<file path="src/rtl/seq_scan_pkg.sv">
// Shared definitions for the scan arbiter: FSM encodings, default pattern
// and an elaboration-time clog2 helper.
package seq_scan_pkg;

    localparam logic [1:0] IDLE  = 2'd0;
    localparam logic [1:0] SHIFT = 2'd1;
    localparam logic [1:0] DRAIN = 2'd2;
    localparam logic [1:0] DONE  = 2'd3;

    localparam logic [3:0] DEFAULT_PATTERN = 4'b1011;

    function automatic int clog2(input int value);
        int r;
        r = 0;
        while ((1 << r) < value) r++;
        return r;
    endfunction

endpackage

</file>
<file path="src/rtl/seq_detect_core.sv">
// Moore serial pattern detector, MSB of PATTERN received first, overlapping.
// State = number of pattern bits currently matched (0..PAT_W).
module seq_detect_core
    import seq_scan_pkg::*;
#(
    parameter int               PAT_W   = 4,
    parameter logic [PAT_W-1:0] PATTERN = DEFAULT_PATTERN
) (
    input  logic clock,
    input  logic reset,
    input  logic clear,
    input  logic enable,
    input  logic sequence_in,
    output logic detector_out
);

    localparam int          ST_W    = clog2(PAT_W + 1);
    localparam logic [31:0] PAT_EXT = 32'(PATTERN);

    logic [ST_W-1:0] st_q;
    logic [ST_W-1:0] st_d;

    // Longest prefix of PATTERN that is a suffix of (matched prefix + new bit).
    function automatic int kmp_next(input int s, input logic b);
        int   res;
        int   idx;
        logic ok;
        logic sb;
        res = 0;
        for (int k = 1; k <= PAT_W; k++) begin
            if (k <= s + 1) begin
                ok = 1'b1;
                for (int j = 0; j < k; j++) begin
                    idx = s + 1 - k + j;
                    sb  = (idx == s) ? b : PAT_EXT[5'(PAT_W - 1 - idx)];
                    if (sb != PAT_EXT[5'(PAT_W - 1 - j)]) ok = 1'b0;
                end
                if (ok) res = k;
            end
        end
        return res;
    endfunction

    always_comb begin
        st_d = st_q;
        if (enable) st_d = ST_W'(kmp_next(int'(st_q), sequence_in));
    end

    always_ff @(posedge clock or negedge reset) begin
        if (!reset)     st_q <= '0;
        else if (clear) st_q <= '0;
        else            st_q <= st_d;
    end

    assign detector_out = (st_q == ST_W'(PAT_W));

endmodule

</file>
<file path="src/rtl/seq_scan_arbiter.sv">
// Round-robin arbiter sharing one serial pattern detector between NUM_REQ clients;
// the granted frame is shifted MSB-first and overlapping hits are counted.
module seq_scan_arbiter
    import seq_scan_pkg::*;
#(
    parameter int               NUM_REQ = 4,
    parameter int               FRAME_W = 8,
    parameter int               PAT_W   = 4,
    parameter logic [PAT_W-1:0] PATTERN = DEFAULT_PATTERN,
    parameter int               CNT_W   = clog2(FRAME_W + 1)
) (
    input  logic                         clock,
    input  logic                         reset,
    input  logic [NUM_REQ-1:0]           req,
    input  logic [NUM_REQ*FRAME_W-1:0]   frame_data,
    output logic [NUM_REQ-1:0]           gnt,
    output logic                         busy,
    output logic                         done,
    output logic [clog2(NUM_REQ)-1:0]    done_id,
    output logic [CNT_W-1:0]             hit_count,
    output logic                         sequence_out,
    output logic                         detector_hit
);

    localparam int ID_W = clog2(NUM_REQ);

    logic [1:0]         state;
    logic [FRAME_W-1:0] shreg;
    logic [CNT_W-1:0]   bits_left;
    logic [ID_W-1:0]    rr;
    logic [ID_W-1:0]    winner;
    logic [ID_W-1:0]    pick;
    logic [ID_W-1:0]    cand;
    logic               found;
    logic               det_clear;
    logic               det_enable;
    logic [FRAME_W-1:0] frames [NUM_REQ];

    for (genvar gi = 0; gi < NUM_REQ; gi++) begin : g_frames
        assign frames[gi] = frame_data[gi*FRAME_W +: FRAME_W];
    end

    // First requester after the last winner, wrapping around.
    always_comb begin
        found = 1'b0;
        pick  = '0;
        cand  = '0;
        for (int i = 1; i <= NUM_REQ; i++) begin
            cand = ID_W'((int'(rr) + i) % NUM_REQ);
            if (!found && req[cand]) begin
                found = 1'b1;
                pick  = cand;
            end
        end
    end

    assign det_clear  = (state == IDLE);
    assign det_enable = (state == SHIFT);

    seq_detect_core #(
        .PAT_W   (PAT_W),
        .PATTERN (PATTERN)
    ) u_detect (
        .clock        (clock),
        .reset        (reset),
        .clear        (det_clear),
        .enable       (det_enable),
        .sequence_in  (sequence_out),
        .detector_out (detector_hit)
    );

    always_ff @(posedge clock or negedge reset) begin
        if (!reset) begin
            state        <= IDLE;
            gnt          <= '0;
            busy         <= 1'b0;
            done         <= 1'b0;
            done_id      <= '0;
            hit_count    <= '0;
            sequence_out <= 1'b0;
            shreg        <= '0;
            bits_left    <= '0;
            rr           <= ID_W'(NUM_REQ - 1);
            winner       <= '0;
        end else begin
            done <= 1'b0;
            case (state)
                IDLE: begin
                    if (found) begin
                        state        <= SHIFT;
                        gnt          <= NUM_REQ'(1) << pick;
                        busy         <= 1'b1;
                        winner       <= pick;
                        rr           <= pick;
                        hit_count    <= '0;
                        sequence_out <= frames[pick][FRAME_W-1];
                        shreg        <= frames[pick] << 1;
                        bits_left    <= CNT_W'(FRAME_W - 1);
                    end
                end
                SHIFT: begin
                    if (detector_hit) hit_count <= hit_count + CNT_W'(1);
                    shreg <= shreg << 1;
                    if (bits_left == '0) begin
                        state        <= DRAIN;
                        sequence_out <= 1'b0;
                    end else begin
                        bits_left    <= bits_left - CNT_W'(1);
                        sequence_out <= shreg[FRAME_W-1];
                    end
                end
                DRAIN: begin
                    // Hit produced by the final frame bit shows up here.
                    if (detector_hit) hit_count <= hit_count + CNT_W'(1);
                    state   <= DONE;
                    gnt     <= '0;
                    done    <= 1'b1;
                    done_id <= winner;
                end
                DONE: begin
                    state <= IDLE;
                    busy  <= 1'b0;
                end
                default: begin
                    state        <= IDLE;
                    gnt          <= '0;
                    busy         <= 1'b0;
                    sequence_out <= 1'b0;
                end
            endcase
        end
    end

endmodule

</file>
<file path="config.mk">
export PLATFORM = sky130hd
export DESIGN_NAME = seq_scan_arbiter
export DESIGN_NICKNAME = d
export VERILOG_FILES = /design/src/rtl/seq_scan_pkg.sv /design/src/rtl/seq_detect_core.sv /design/src/rtl/seq_scan_arbiter.sv
export SDC_FILE = /design/constraint.sdc
export NUM_CORES = 1
export LEC_CHECK = 0
export ABC_AREA = 1
export BUFFER_PORTS_ARGS = -buffer_cell sky130_fd_sc_hd__buf_2
export CORE_MARGIN = 1.5
export CORE_UTILIZATION = 55
export DETAILED_ROUTE_END_ITERATION = 8
export PLACE_DENSITY = 0.83
export SYNTH_ARGS = -nofsm -noshare
export SYNTH_HDL_FRONTEND = slang
export SYNTH_SLANG_ARGS = --single-unit
</file>
<file path="constraint.sdc">
create_clock -name clock -period 4.2 [get_ports clock]
set_input_delay 0.21 -clock clock [delete_from_list [all_inputs] [get_ports clock]]
set_output_delay 0.21 -clock clock [all_outputs]
set_load 0.02 [all_outputs]
</file>
==> results.md <==
Run status:
- The flow ran to the end, but the final reports show violations.
- The final reports fail on hold timing.

Synthesis:
- Yosys printed 0 warnings.
- The number of synthesized flops with an enable pin is 0.
- The average instance area after synthesis is between 7 and 8 um^2.
- The cell type with the largest total area after synthesis is sky130_fd_sc_hd__dfrtp_1.
- The area share of the largest cell type after synthesis is 0.223.
- The number of register bits inferred by synthesis is 33.
- When the netlist entered floorplanning its net count stood at a little under 600.
- Yosys attributes the largest share of cell area to sky130_fd_sc_hd__dfrtp_1, sky130_fd_sc_hd__nand2_1, sky130_fd_sc_hd__ha_1.
- The number of unique standard cell types used by synthesis is 40.
- The portion of the post-synthesis area used by sequential elements is 0.238.
- The synthesized cell area is 3480 um^2.
- After technology mapping, the gate count stands at 493.
- Among all flip-flop cells after synthesis, the most frequent one is sky130_fd_sc_hd__dfrtp_1.
- The fraction of registers with async set or reset after synthesis is 1.00.

Route:
- The detailed router finished its first iteration with approximately 240 violations.
- The final routed wirelength across all metal layers is ~7700 um.
- The number of vias in the routed layout is 3324.
- The count of nets left with antenna violations after detail routing is 0.
- The first-pass iteration count of the detailed router is 4.
- Using the TritonRoute via totals, the vias-per-cell ratio works out to ~5.4.
- After detailed routing, the number of remaining DRC violations is 0.
- The routed length per placed instance is 12.4 um.

Clock tree:
- In this run the post-CTS setup repair buffer count came out at 0.
- In this run the clock root is driven by a sky130_fd_sc_hd__clkbuf_8.
- The post-cts gate resize count is 0.
- Counting every sink on the clock net gives 33.
- The H-tree generated during clock tree synthesis spans 2 levels.
- After clock tree synthesis, the clock-pin slew on the worst setup and hold paths is ~0.07 ns.
- The hold buffer count at CTS is 0.
- TritonCTS built the clock tree.
- The clock latency on the worst-skew pair is a little under 0.3 ns.
- The maximum root-to-sink buffer count is 2.
- Counting the buffers created by CTS gives 5.

Placed design:
- The congestion estimate from routability-driven global placement came to 0.893.
- The count of buffers from port buffering is between 50 and 60.
- The total placed instance area is approximately 3800 um^2.
- Summed over all nets, the half-perimeter wirelength after detailed placement is slightly above 6000 um.
- Including well taps, the total number of placed cells is between 600 and 700.

Worst setup path:
- Measured in cells, the most critical reg-to-reg path has a length of 25.
- For flop-to-flop paths, the worst setup slack is 0.49 ns.
- At the worst endpoint, the required time is about 4.4 ns.
- The reg-to-reg critical path endpoint is u_detect.st_q[0].
- The capture point of the critical path is u_detect.st_q[0].
- Along the worst path, the maximum fanout reaches 9.
- The class of the most critical setup path is reg -> reg.
- The arrival time reported for the critical path endpoint is just under 4 ns.
- In this run the critical register-to-register path is launched from u_detect.st_q[0].
- The worst setup path is captured at a register.
- The critical path starts at u_detect.st_q[0].
- The startpoint class of the critical path is a register.

Min path:
- The tightest min-delay check is of the in -> async type.

Layout:
- The final net count is 627.
- Compared with the post-synthesis result, the final layout area differs by 11.5%.
- At the end of the flow the core is filled with cells to 0.644.
- In the layout the commonest cells are sky130_fd_sc_hd__nand2_1, sky130_fd_sc_hd__buf_2, sky130_fd_sc_hd__ha_1, sky130_fd_sc_hd__nand3_1, sky130_fd_sc_hd__inv_1.
- In the final layout, the share of cells above drive strength 1 is 0.190.
- The diode insertion count for antenna repair is 0.
- The post-route cell area is just under 4000 um^2.
- Once layout is complete, the cells apart from fillers number between 600 and 700.
- The most frequent standard cell in the layout excluding fill and tap cells is sky130_fd_sc_hd__nand2_1.

Timing:
- For the pin with the worst max-slew slack, the measured transition is between 0.7 and 0.8 ns.
- Measured against its own limit, the worst slew margin works out to 0.512.
- The total count of max-transition violations in the final report is 0.
- Dividing the final minimum period by the clock period gives 0.884.
- The clock arrives with approximately 0.0060 ns of skew.
- The number of hold violations in the final report was 31.
- Setup violations remaining at the end of the flow were counted as 0.
- After routing, the total negative slack on setup checks comes to 0 ns.
- Setup repair after global routing left no endpoint under its margin.
- The maximum clock frequency is approximately 270 MHz.
- The post-route minimum period is 3.71 ns.
- The post-route worst hold slack is -0.0268 ns.

Die:
- The y dimension of the die is approximately 83 um.
- The area of the die is around 7000 um^2.
- The placeable core region is 6030 um^2.
- For this configuration, the core starts out at a cell density of 0.578.
- Measured along the x axis, the die boundary spans around 83 um.
- The top-level I/O count is between 50 and 60.
- The floorplan has 28 rows.

GRT:
- Entering global routing, the biggest net connects 34 pins.
- Across every metal layer, demand over resource in global routing totals 0.245.
- The first-pass GRT wire length is 13100 um.
- In the global route stage, met1 resource usage came out at 0.312.
- The via count of the first global-routing pass came to approximately 3100.
- In the global route stage, met3 resource usage came out at 0.0363.
- The met2 routing resource usage after global routing is 0.429.
- The number of antenna violations at the first check in global routing was 0.
- met2 is the most crowded layer.
- For this run the aggregate overflow at the end of global routing stands at 0.

Power and ir drop:
- The power density over cell area is 772 nW/um^2.
- The standby leakage power is between 2 and 2.5 nW.
- The worst supply voltage drop on vdd is 0.000544 V.

Flow run:
- The tool flagged a number of max-cap violations equal to 0.
[flip-flops by register name, indices dropped and copies added (netlist names)]
register,flops
bits_left,4
busy,1
done,1
done_id,2
gnt,4
hit_count,4
rr,2
sequence_out,1
shreg,7
state,2
u_detect.st_q,3
winner,2
[routing by layer]
| metal | wire (um) | share of wire | up-vias |
|---|---|---|---|
| li1 | - | - | 1698 |
| met1 | 3560 | 0.46 | 1535 |
| met2 | 3640 | 0.48 | 82 |
| met3 | 395 | 0.052 | 9 |
| met4 | 66 | 0.0086 | 0 |
| met5 | 0 | 0 | - |
[Yosys cell counts, types with 7 or more instances]
| cell type | number |
|---|---|
| sky130_fd_sc_hd__nand3_1 | 41 |
| sky130_fd_sc_hd__o21ai_0 | 17 |
| sky130_fd_sc_hd__nand2_1 | 162 |
| sky130_fd_sc_hd__inv_1 | 39 |
| sky130_fd_sc_hd__nor2_1 | 32 |
| sky130_fd_sc_hd__ha_1 | 47 |
| sky130_fd_sc_hd__inv_2 | 8 |
| sky130_fd_sc_hd__nand2_2 | 13 |
| sky130_fd_sc_hd__dfrtp_1 | 31 |
| sky130_fd_sc_hd__a21oi_1 | 10 |
| sky130_fd_sc_hd__xnor2_1 | 7 |
| sky130_fd_sc_hd__xor2_1 | 13 |
[worst max-delay path, cell delays in order, from the launching register on]
cell and delay (ns):
sky130_fd_sc_hd__dfrtp_1 0.53, sky130_fd_sc_hd__ha_1 0.27, sky130_fd_sc_hd__inv_1 0.07, sky130_fd_sc_hd__nand2_1 0.06, sky130_fd_sc_hd__nand2_1 0.12, sky130_fd_sc_hd__inv_1 0.20
sky130_fd_sc_hd__ha_1 0.23, sky130_fd_sc_hd__inv_1 0.06, sky130_fd_sc_hd__nor2_1 0.32, sky130_fd_sc_hd__inv_1 0.11, sky130_fd_sc_hd__nand3_1 0.10, sky130_fd_sc_hd__nand2_1 0.16
sky130_fd_sc_hd__xnor2_2 0.20, sky130_fd_sc_hd__nand2_1 0.07, sky130_fd_sc_hd__o21ai_0 0.08, sky130_fd_sc_hd__ha_1 0.21, sky130_fd_sc_hd__xnor2_1 0.19, sky130_fd_sc_hd__o21ai_0 0.09
sky130_fd_sc_hd__a21oi_1 0.12, sky130_fd_sc_hd__nand2_1 0.06, sky130_fd_sc_hd__nand2_1 0.06, sky130_fd_sc_hd__nor2_1 0.03, sky130_fd_sc_hd__nand2_1 0.08, sky130_fd_sc_hd__nand2_1 0.06
sky130_fd_sc_hd__nand2_1 0.06, sky130_fd_sc_hd__nand2_1 0.04
[layout make-up]
class | count | area [um^2]
inverters | 48 | 183
clock buffers | 6 | 82.6
well taps | 75 | 93.8
clock inverters | 2 | 37.5
multi-input cells | 403 | 2400
flip-flops and latches | 33 | 828
fillers | 526 | 2140
repair buffers | 51 | 255
[cell families (layout without fill, tap and decap cells)]
kind of cell,Yosys count,in the layout,synth area share
AND/OR/NAND/NOR,283,283,0.372
buffers and inverters,57,107,0.0722
AO/OA/AOI/OAI,52,52,0.0945
adder cells (fa/ha/maj),47,47,0.169
flip-flops,33,33,0.238
XOR/XNOR,21,21,0.0550
[through the flow]
stage	worst slack, ns	total power [mW]
after floorplan	1.04	2.33
after global placement	0.746	2.60
after detailed placement	0.549	2.68
after CTS	0.511	3.01
after global routing	0.0248	3.35
final	0.487	3.00
[worst min path at each step]
stage           from           end  slack, ns  cells past startpoint
6_report       reset      shreg[2]      -0.03                      1
5_1_grt        reset      shreg[1]       0.05                      1
4_1_cts        reset      shreg[1]      0.006                      1
3_5_place_dp   reset      shreg[1]       0.31                      1
3_3_place_gp   reset      shreg[1]       0.31                      1
2_1_floorplan  reset  bits_left[0]      -0.09                      0
[power by group]
part	switching, mW	internal, mW
clock	0.125	0.193
combinational	1.40	0.744
sequential	0.0918	0.447
No activity file was read; power rests on OpenSTA's default activity.
